--- src/rtl/gpio_pixel_receiver.sv ---
// Collects R, G and B channel words from GPIO strobes into 4-pixel RGB888 groups.
// Completed groups are queued in a small FIFO for the downstream pixel consumer.
module gpio_pixel_receiver #(
   parameter int FIFO_DEPTH = 4
) (
   input  logic        clk,
   input  logic        rst,
   input  logic [31:0] GPIO,
   input  logic        GPIOEnR,
   input  logic        GPIOEnG,
   input  logic        GPIOEnB,
   input  logic        GPIOEn,
   input  logic        err_clr,
   input  logic        pix_ready,
   output logic        pix_valid,
   output logic [95:0] pix_data,
   output logic [15:0] frame_len,
   output logic        frame_done,
   output logic        busy,
   output logic        err_seq,
   output logic        err_ovf
);

   localparam int AW = (FIFO_DEPTH > 1) ? $clog2(FIFO_DEPTH) : 1;
   localparam logic [AW:0] DEPTH_C = (AW+1)'(FIFO_DEPTH);

   typedef enum logic [2:0] {IDLE, WAIT_R, WAIT_G, WAIT_B, DONE} state_t;

   state_t      state_reg, state_next;
   logic [31:0] r_word_reg, g_word_reg;
   logic [15:0] grp_cnt_reg, frame_len_reg;
   logic        err_seq_reg, err_ovf_reg;
   logic [95:0] mem [FIFO_DEPTH];
   logic [AW-1:0] wr_ptr_reg, rd_ptr_reg;
   logic [AW:0] count_reg;

   logic        any_ch, multi_strobe, hdr_ok;
   logic        seq_err, hdr_take, latch_r, latch_g, push;
   logic        fifo_full, pop, wr_en, ovf_set;
   logic [95:0] group_word;

   assign any_ch       = GPIOEnR | GPIOEnG | GPIOEnB;
   assign multi_strobe = $countones({GPIOEnR, GPIOEnG, GPIOEnB, GPIOEn}) > 1;
   assign hdr_ok       = GPIOEn && (GPIO[31:16] == 16'hA5A5);

   // Blue comes straight from GPIO so the group is pushed in the strobe cycle.
   genvar gi;
   generate
      for (gi = 0; gi < 4; gi++) begin : g_pix
         assign group_word[24*gi +: 24] = {r_word_reg[8*gi +: 8], g_word_reg[8*gi +: 8], GPIO[8*gi +: 8]};
      end
   endgenerate

   always_ff @(posedge clk) begin
      if (!rst) state_reg <= IDLE;
      else      state_reg <= state_next;
   end

   always_comb begin
      state_next = state_reg;
      seq_err    = 1'b0;
      hdr_take   = 1'b0;
      latch_r    = 1'b0;
      latch_g    = 1'b0;
      push       = 1'b0;
      if (multi_strobe) begin
         seq_err    = 1'b1;
         state_next = IDLE;
      end else begin
         case (state_reg)
            IDLE: begin
               if (any_ch)      seq_err  = 1'b1;
               else if (hdr_ok) hdr_take = 1'b1;
            end
            WAIT_R: begin
               if (hdr_ok) begin
                  seq_err = 1'b1; hdr_take = 1'b1;
               end else if (GPIOEnR) begin
                  latch_r = 1'b1; state_next = WAIT_G;
               end else if (any_ch) begin
                  seq_err = 1'b1; state_next = IDLE;
               end
            end
            WAIT_G: begin
               if (hdr_ok) begin
                  seq_err = 1'b1; hdr_take = 1'b1;
               end else if (GPIOEnG) begin
                  latch_g = 1'b1; state_next = WAIT_B;
               end else if (any_ch) begin
                  seq_err = 1'b1; state_next = IDLE;
               end
            end
            WAIT_B: begin
               if (hdr_ok) begin
                  seq_err = 1'b1; hdr_take = 1'b1;
               end else if (GPIOEnB) begin
                  push       = 1'b1;
                  state_next = (grp_cnt_reg + 16'd1 == frame_len_reg) ? DONE : WAIT_R;
               end else if (any_ch) begin
                  seq_err = 1'b1; state_next = IDLE;
               end
            end
            DONE: begin
               state_next = IDLE;
               if (any_ch) seq_err = 1'b1;
            end
            default: state_next = IDLE;
         endcase
         if (hdr_take) state_next = (GPIO[15:0] == 16'd0) ? DONE : WAIT_R;
      end
   end

   always_comb begin
      frame_done = (state_reg == DONE);
      busy       = (state_reg != IDLE);
   end

   assign fifo_full = (count_reg == DEPTH_C);
   assign pix_valid = (count_reg != '0);
   assign pop       = pix_valid && pix_ready;
   // A full FIFO still accepts a push when the head leaves in the same cycle.
   assign wr_en     = push && (!fifo_full || pop);
   assign ovf_set   = push && fifo_full && !pop;
   assign pix_data  = pix_valid ? mem[rd_ptr_reg] : '0;

   assign frame_len = frame_len_reg;
   assign err_seq   = err_seq_reg;
   assign err_ovf   = err_ovf_reg;

   always_ff @(posedge clk) begin
      if (wr_en) mem[wr_ptr_reg] <= group_word;
   end

   always_ff @(posedge clk) begin
      if (!rst) begin
         r_word_reg    <= '0;
         g_word_reg    <= '0;
         grp_cnt_reg   <= '0;
         frame_len_reg <= '0;
         err_seq_reg   <= 1'b0;
         err_ovf_reg   <= 1'b0;
         wr_ptr_reg    <= '0;
         rd_ptr_reg    <= '0;
         count_reg     <= '0;
      end else begin
         if (latch_r) r_word_reg <= GPIO;
         if (latch_g) g_word_reg <= GPIO;
         if (hdr_take) begin
            frame_len_reg <= GPIO[15:0];
            grp_cnt_reg   <= '0;
         end else if (push) begin
            grp_cnt_reg <= grp_cnt_reg + 16'd1;
         end
         if (seq_err)      err_seq_reg <= 1'b1;
         else if (err_clr) err_seq_reg <= 1'b0;
         if (ovf_set)      err_ovf_reg <= 1'b1;
         else if (err_clr) err_ovf_reg <= 1'b0;
         if (wr_en) wr_ptr_reg <= wr_ptr_reg + 1'b1;
         if (pop)   rd_ptr_reg <= rd_ptr_reg + 1'b1;
         count_reg <= count_reg + {{AW{1'b0}}, wr_en} - {{AW{1'b0}}, pop};
      end
   end

endmodule

--- config.mk ---
export PLATFORM = sky130hd
export DESIGN_NAME = gpio_pixel_receiver
export DESIGN_NICKNAME = d
export VERILOG_FILES = /design/src/rtl/gpio_pixel_receiver.sv
export SDC_FILE = /design/constraint.sdc
export NUM_CORES = 1
export LEC_CHECK = 0
export CAP_MARGIN = 20
export CORE_UTILIZATION = 45
export DETAILED_ROUTE_END_ITERATION = 7
export HOLD_SLACK_MARGIN = 0.05
export PLACE_DENSITY = 0.72
export SLEW_MARGIN = 0
export SYNTH_ARGS = -nofsm -noshare
export SYNTH_HDL_FRONTEND = slang
export SYNTH_SLANG_ARGS = --single-unit
--- constraint.sdc ---
create_clock -name clk -period 10.7 [get_ports clk]
set_clock_uncertainty 0.05 [all_clocks]
set_input_delay 2.675 -clock clk [delete_from_list [all_inputs] [get_ports clk]]
set_output_delay 2.675 -clock clk [all_outputs]
set_load 0.01 [all_outputs]
==> qor.csv, run 1 <==
metric,value,unit
status,finished clean,
syn_area,0.0196,sq mm
required,7980,ps
fp.dieH,210,um
synth-compound-area-share,1.07,%
hold_path_class,reg -> reg,
fill_cells,3419,
tns,0,ps
cp-end-kind,primary output,
power,0.00504,W
synthSimpleGateAreaFrac,9.19,%
drv_slew,0,
synth_top_family_by_area,multiplexers,
synth_xor_area_share,1.91,%
ys_warn_count,0,
die_w,210,um
synth_edf_count,384,
worst_pin_slew,1060,ps
route.detailed.drc,0,
grt-ovfl-total,0,
yosysMostFrequentCell,edfxtp_1,
initial_core_util,45.5,%
grt_pass1_vias,10400,
instances_no_fill,1920,
synth_top_area_share,59.0,%
relSlewSlack,29.1,%
yosysSeqAreaShare,70.2,%
cts_buffer_depth,3,
syn_to_final_growth,20.1,%
antenna_found_initial,1,
crit_type,reg -> out,
period_needed,6170,ps
pwr_density_cell,215,mW/mm^2
grt_max_degree,99,
max_cap_violations,0,
synth_commonest_cells,"384 x edfxtp_1, 110 x dfxtp_1, 106 x and2_1",
synth_fa_ha_area_share,0.717,%
ir_drop,0.000123,V
grt_pass1_wl,61600,um
crit_path_max_fanout,45,
worst_ep_arrival_time,3450,ps
period_share,57.7,%
drt_iter0_drc,653,
post_drt_wl_per_cell,21.0,um
htreeDepth,2,
fmax,162,MHz
cts_tree,yes,
async_flop_share,0,%
path_cells,buf_4 -> mux4_2 -> and2_1 -> clkdlybuf4s50_1,
cts_root_buf,clkbuf_16,
synth_area_per_cell,17.3,sq um
largest_register_ffs,384,
io_buffers,156,
core,0.0430,sq mm
whs,442,ps
rsz0062_at_grt,false,
dp_hpwl,23500,um
ios,157,
place_congestion,0.862,
drt.antenna.violating_nets,0,
synth_cell_types,52,
cp_slowest_stage_delay,820,ps
place_ws,4300,ps
ys.flop_type,edfxtp_1,
hold_viol,0,
die-area,0.0443,sq mm
postCtsSetupRepairBufs,0,
wirelength,40400,um
ys_seq_elements,494,
syn-instance-count,1133,
yosysTopAreaCell,edfxtp_1,
vias_per_cell,5.32,
vias,10200,
setup_ws,4530,ps
critPathSlowestCell,buf_4,
yosys-top-cells-area,"edfxtp_1 59%, dfxtp_1 11%, mux4_2 11%",
power.leakage,8.25,nW
placed_cells,1824,
nets,1343,
ctsHoldBuffers,0,
syn-num-nets,1183,
clk_transition_reported_paths,60,ps
insertion_delay,580,ps
startpoint_type,flop,
firstDrtPassIters,7,
finalSetupViolCount,0,
drive_above_1_share,16.1,%
clkSinkCount,494,
row_count,76,
cts_resized,0,
grt_usage,18.5,%
numCtsBuffers,50,
synthMuxAreaShare,15.3,%
-- cell type report --
class	instances	area, sq um	share of cell area (%)
Multi-Input combinational cell	562	5550	23.6
Clock inverter	31	260	1.11
Timing Repair Buffer	171	1730	7.36
Tap cell	585	732	3.12
Clock buffer	62	1430	6.08
Antenna cell	1	2.50	0.0107
Sequential cell	494	13700	58.5
Inverter	14	52.6	0.224
-- worst paths after layout --
path / startpoint / end / slack [ps] / depth (start not counted)
max: flop / pix_data[34] / 4530 / 4
min: grp_cnt_reg[15] / grp_cnt_reg[15] / 440 / 2
max reg2reg: state_reg[1] / mem[1][58] / 7350 / 6
min reg2reg: grp_cnt_reg[15] / grp_cnt_reg[15] / 440 / 2
-- per-stage QoR --
step / cell area [sq um] / util (%)
after floorplan: 19600 / -
final: 23500 / 54.7
after detailed placement: 21700 / 50.6
after CTS: 23400 / 54.5
after global placement: 21700 / 50.5
after global routing: 23500 / 54.7
-- logic make-up after synthesis --
logic type / after synthesis
flip-flops: 494
AND/OR/NAND/NOR: 301
multiplexers: 179
buffers and inverters: 77
XOR/XNOR: 41
AO/OA/AOI/OAI: 31
adder cells (fa/ha/maj): 10
-- critical path: cells and delay by family (launching register included) --
family        cells  cell delay [ps]
buf+inv           2             1330
flops             1              700
mux               1              600
simple gates      1              220
-- layout by cell type, fill, tap and decap left out, drive strengths merged, types with 3 or more instances in the layout --
| cell type | instances |
|---|---|
| nor2 | 28 |
| dfxtp | 110 |
| nor4 | 8 |
| nand4 | 11 |
| nand3b | 3 |
| buf | 16 |
| mux2i | 83 |
| nand3 | 7 |
| o21ai | 6 |
| nor3 | 8 |
| and2 | 106 |
| ha | 8 |
| and3 | 6 |
| or3 | 6 |
| nor2b | 84 |
| a21oi | 7 |
| edfxtp | 384 |
| xnor2 | 21 |
| clkbuf | 62 |
| clkinv | 22 |
| clkdlybuf4s50 | 155 |
| xor2 | 19 |
| inv | 18 |
| nand2 | 21 |
| mux4 | 96 |
| a31oi | 3 |
| bufinv | 3 |
-- power breakdown --
group	switching [W]	internal, W	total [W]
sequential	0.0000410	0.00206	0.00210
clock	0.000724	0.00102	0.00175
combinational	0.000521	0.000674	0.00119
total	0.00129	0.00376	0.00504
-- layer usage --
layer	global-route usage (%)	share of wire, %
met5	0	0
met4	4.52	1.8
met3	3.78	5.4
met2	30.2	49
met1	25.6	44
No activity file was read; power rests on OpenSTA's default activity.
==> inputs of run 2 (changes only) <==
Clock period 10.7 ns to 5.95 ns, I/O delays scaled along.
==> run 2 against run 1 <==
  * Register-to-register slack lost 4800 ps
  * Die area did not move
  * Final cell count up 0.16%
  * Routed wire length hardly changed
  * Critical endpoint is now count_reg[2]
  * Largest cell class unchanged
  * Largest power group unchanged
==> qor.csv, run 2 (synthesized netlist as in run 1, its figures left out) <==
metric,value,unit,change
status,finished clean,,
grt_usage,18.7,%,+0.12 points
post_drt_wl_per_cell,21.0,um,-0.24%
worst-path-stages,14,,+10
critPathTopFamily,simple AND/OR/NAND/NOR gates,,
cts_buffer_depth,3,,unchanged
final_area,0.0235,sq mm,-0.19%
pwr_density_cell,391,mW/mm^2,+82%
max_cap_violations,0,,unchanged
row_count,76,,unchanged
critPathBufInv,3,,+1
period_needed,4800,ps,
final_cell_mix,"384 x edfxtp_1, 155 x clkdlybuf4s50_1, 108 x dfxtp_1",,
nets,1347,,+0.30%
insertion_delay,570,ps,about the same
cts_root_buf,clkbuf_16,,
power.leakage,7.90,nW,-4.2%
cts_resized,0,,unchanged
ios,157,,unchanged
drv_slew,0,,unchanged
critPathSlowestCell,nor4_2,,
postLayoutCoreUtil,54.6,%,-0.10 points
top_layer_used,met4,,
period_share,80.7,%,
rsz0062_at_grt,false,,
tns,0,ps,unchanged
hold_path_class,reg -> reg,,
grt-ovfl-total,0,,unchanged
drt_iter0_drc,584,,-11%
place_congestion,0.767,,-11%
fmax,208,MHz,
hold_viol,0,,unchanged
die_w,210,um,unchanged
io_buffers,156,,unchanged
htreeDepth,2,,unchanged
wirelength,40300,um,about the same
grt_pass1_wl,62200,um,+0.99%
fp.dieH,210,um,unchanged
finalSetupViolCount,0,,unchanged
relSlewSlack,28.4,%,-0.72 points
vias_per_cell,5.27,,-0.89%
met2_wirelength,20100,um,+2.3%
antenna_found_initial,0,,-1
worst-r2r-cell-count,5,,-1
cp-end-kind,flop,,
largest_register_ffs,384,,unchanged
wl_met1,17700,um,-0.73%
grt_pass1_vias,10600,,+1.3%
cts_tree,yes,,
numCtsBuffers,50,,unchanged
firstDrtPassIters,5,,-2
met3_length,1770,um,-18%
route.detailed.drc,0,,unchanged
initial_core_util,45.5,%,unchanged
path_cells,clkdlybuf4s50_1 -> nor4b_1 -> nand4b_1 -> nor4_2 -> nor3_2 -> and2_1 -> inv_1 -> ha_1 -> inv_1 -> ha_1 -> fa_1 -> xor2_1 -> xnor2_1 -> and2_1,,
crit_path_max_fanout,8,,-82%
worst_pin_slew,1070,ps,+10.7 ps
clkSinkCount,494,,unchanged
ir_drop,0.000324,V,+160%
clk_transition_reported_paths,60,ps,about the same
core,0.0430,sq mm,unchanged
vias,10100,,-0.73%
final_common_cell,edfxtp_1,,
grt_max_degree,99,,unchanged
dpl_cell_area,0.0218,sq mm,+0.25%
worst_ep_arrival_time,5200,ps,+1750 ps
n_antenna_cell,0,,-1
min_path_cells,0,,-2
setup_ws,1150,ps,-3380 ps
drt.antenna.violating_nets,0,,unchanged
dp_hpwl,23100,um,-1.8%
crit_type,in -> reg,,
cp_slowest_stage_delay,610,ps,-210 ps
syn_to_final_growth,19.9,%,
postCtsSetupRepairBufs,0,,unchanged
startpoint_type,input pin,,
drive_above_1_share,15.2,%,-0.95 points
ctsHoldBuffers,0,,unchanged
place_ws,203,ps,-4100 ps
required,6350,ps,-1630 ps
die-area,0.0443,sq mm,unchanged
run 2: changes by cell type in the layout (fill, tap and decap cells not counted), sizes merged:
cell | before | now
clkbuf | 62 | 76
clkinv | 22 | 12
buf | 16 | 20
inv | 18 | 15
clkinvlp | 2 | 1
diode | 1 | 0
run 2: layout make-up:
type                            count  area [sq um]
Timing Repair Buffer              175          1740
Fill cell                        3421         19500
Multi-Input combinational cell    562          5550
Clock inverter                     17           163
Sequential cell                   494         13700
Inverter                           14          52.6
Clock buffer                       76          1470
Tap cell                          585           732
run 2: routing by layer:
layer / vias up / track usage, %
met5: - / 0
met4: 0 / 5.45
met3: 56 / 3.16
met2: 238 / 31.2
met1: 5209 / 25.1
li1: 4627 / -
run 2: worst paths after layout:
check / start / end / slack (ps)
setup reg to reg: state_reg[1] / mem[2][78] / 2560
setup / recovery: GPIO[25] / count_reg[2] / 1150
hold reg to reg: g_word_reg[14] / mem[0][38] / 450
hold / removal: g_word_reg[14] / mem[0][38] / 450
run 2: metrics by stage:
| stage | power [W] | hold WS, ps | instances |
|---|---|---|---|
| after global placement | 0.00623 | 424 | 1829 |
| after floorplan | 0.00504 | 410 | 1133 |
| after CTS | 0.00931 | 449 | 1922 |
| after detailed placement | 0.00624 | 438 | 1829 |
| final | 0.00917 | 450 | 1923 |
| after global routing | 0.00955 | 475 | 1923 |
run 2: report_power, final:
group | internal (W) | switching (W) | total, W
sequential | 0.00370 | 0.0000975 | 0.00380
clock | 0.00184 | 0.00124 | 0.00307
combinational | 0.00132 | 0.000973 | 0.00230
run 2: worst reg2reg max path, cell delays in order (launching register included):
cell     delay (ps)
dfxtp_1         420
nor2b_1         400
nand3_1         190
nor3_2          530
and3_4          980
buf_4           500
==> inputs of run 3 (changes only) <==
Settings changed: PLACE_DENSITY 0.72 to 0.75.
Clock period 5.95 ns to 4.3 ns, I/O delays scaled along.
==> run 3 against run 2 <==
  * Sequential power grew 37%
  * Register-to-register slack got worse by 1200 ps
  * Combinational power rose by 45%
  * Hold slack better by 0.55 ps
  * Clock power is 32% higher
  * Critical path depth shrank 10
  * Utilization is 0.62 points higher
  * Design area rose by 1.1%
  * First-iteration DRC count increased by 16%
  * Setup slack lost 860 ps
  * Clock-buffer cell count shrank 17
  * Routed wire length up 1.6%
  * Largest cell class unchanged
==> qor.csv, run 3 (synthesized netlist as in run 1, its figures left out) <==
metric,value,unit,change
switchingPower,0.00325,W,+41%
cts_tree,yes,,
critPathSlowestCell,dfxtp_4,,
top_layer_used,met4,,
core,0.0430,sq mm,unchanged
vias_per_cell,5.30,,+0.70%
drive_above_1_share,16.8,%,+1.6 points
fmax,249,MHz,
grt_usage,18.9,%,+0.27 points
vias,10300,,+1.8%
whs,451,ps,+0.551 ps
wirelength,41000,um,+1.6%
hold_viol,0,,unchanged
place_congestion,0.819,,+6.7%
period_share,93.4,%,
grt_pass1_vias,10600,,+0.23%
ir_drop,0.000273,V,-16%
startpoint_type,flop,,
route.detailed.drc,0,,unchanged
final_cell_mix,"384 x edfxtp_1, 155 x clkdlybuf4s50_1, 108 x dfxtp_1",,
rsz0062_at_grt,false,,
nets,1373,,+1.9%
critPathBufInv,2,,-1
row_count,76,,unchanged
postCtsSetupRepairBufs,0,,unchanged
grt_pass1_wl,62500,um,+0.50%
period_needed,4020,ps,
p_clk_share,32.1,%,-1.4 points
tns,0,ps,unchanged
seq_power_share,41.4,%,about the same
die_w,210,um,unchanged
crit_path_max_fanout,35,,+27
numCtsBuffers,48,,-4.0%
insertion_delay,580,ps,about the same
firstDrtPassIters,5,,unchanged
worst_ep_arrival_time,2890,ps,-2310 ps
dp_hpwl,24500,um,+5.9%
cp-end-kind,primary output,,
finalSetupViolCount,0,,unchanged
syn_to_final_growth,21.3,%,
ctsHoldBuffers,0,,unchanged
hold_path_class,reg -> reg,,
power.leakage,8.03,nW,+1.7%
final_common_cell,edfxtp_1,,
ios,157,,unchanged
wl_met1,17500,um,-1.7%
cts_resized,0,,unchanged
met2_wirelength,20400,um,+1.4%
relSlewSlack,51.0,%,+23 points
drt.antenna.violating_nets,0,,unchanged
drt_iter0_drc,680,,+16%
required,3170,ps,-3180 ps
initial_core_util,45.5,%,unchanged
grt-ovfl-total,0,,unchanged
die-area,0.0443,sq mm,unchanged
clk_transition_reported_paths,60,ps,about the same
fp.dieH,210,um,unchanged
antenna_found_initial,0,,unchanged
pwr-share-comb,26.4,%,+1.4 points
cts_root_buf,clkbuf_16,,
path_cells,buf_12 -> mux4_2 -> and2_1 -> clkdlybuf4s50_1,,
largest_register_ffs,384,,unchanged
max_cap_violations,0,,unchanged
cts_buffer_depth,3,,unchanged
sw_frac_of_total,25.8,%,+0.60 points
post_drt_wl_per_cell,21.1,um,+0.51%
htreeDepth,2,,unchanged
clkSinkCount,494,,unchanged
critPathTopFamily,buffers and inverters,,
drv_slew,0,,unchanged
io_buffers,156,,unchanged
worst_pin_slew,735,ps,-339 ps
p_int,0.00935,W,+36%
crit_type,reg -> out,,
n_antenna_cell,0,,unchanged
met3_length,2450,um,+38%
pwr_density_cell,531,mW/mm^2,+36%
status,finished clean,,
grt_max_degree,99,,unchanged
cp_slowest_stage_delay,670,ps,+60 ps
-- run 3: layer usage --
| metal | up-vias | track usage [%] |
|---|---|---|
| li1 | 4675 | - |
| met1 | 5280 | 25.3 |
| met2 | 310 | 32.2 |
| met3 | 47 | 3.07 |
| met4 | 0 | 5.00 |
| met5 | - | 0 |
-- run 3: cell type report --
type	instances	area, sq um
Tap cell	585	732
Sequential cell	494	13700
Inverter	14	52.6
Clock inverter	27	241
Timing Repair Buffer	203	2130
Clock buffer	59	1270
Multi-Input combinational cell	562	5550
Fill cell	3380	19300
-- run 3: path summary, 6_finish.rpt --
path | start | cells after the start | slack [ps] | endpoint
min reg2reg | g_word_reg[16] | 0 | 450 | mem[2][56]
min | g_word_reg[16] | 0 | 450 | mem[2][56]
max reg2reg | count_reg[2] | 10 | 1350 | count_reg[2]
max | flop | 4 | 280 | pix_data[65]
-- run 3: worst reg2reg max path, cell delays in order, from the launching register on --
cell and delay [ps]:
dfxtp_1 340, or3_4 580, buf_16 260, and2_1 260, ha_1 290, inv_1 30, ha_1 190, fa_1 400
xor2_1 160, xnor2_1 130, and2_1 150
-- run 3: power groups by stage --
| stage | Combinational, W | Sequential (W) | Clock [W] |
|---|---|---|---|
| after global routing | 0.00356 | 0.00524 | 0.00432 |
| after global placement | 0.00334 | 0.00533 | 0 |
| after floorplan | 0.00174 | 0.00523 | 0 |
| final | 0.00333 | 0.00522 | 0.00405 |
| after CTS | 0.00337 | 0.00523 | 0.00413 |
| after detailed placement | 0.00335 | 0.00533 | 0 |
-- run 3: metrics by stage --
stage	util, %	instance area [sq um]	instances	total power [W]	worst slack [ps]
2_1_floorplan	-	19600	1133	0.00698	140
3_3_place_gp	51.6	22200	1857	0.00867	130
3_5_place_dp	51.6	22200	1857	0.00868	87.6
4_1_cts	55.1	23700	1943	0.0127	170
5_1_grt	55.2	23700	1944	0.0131	119
6_report	55.2	23700	1944	0.0126	284
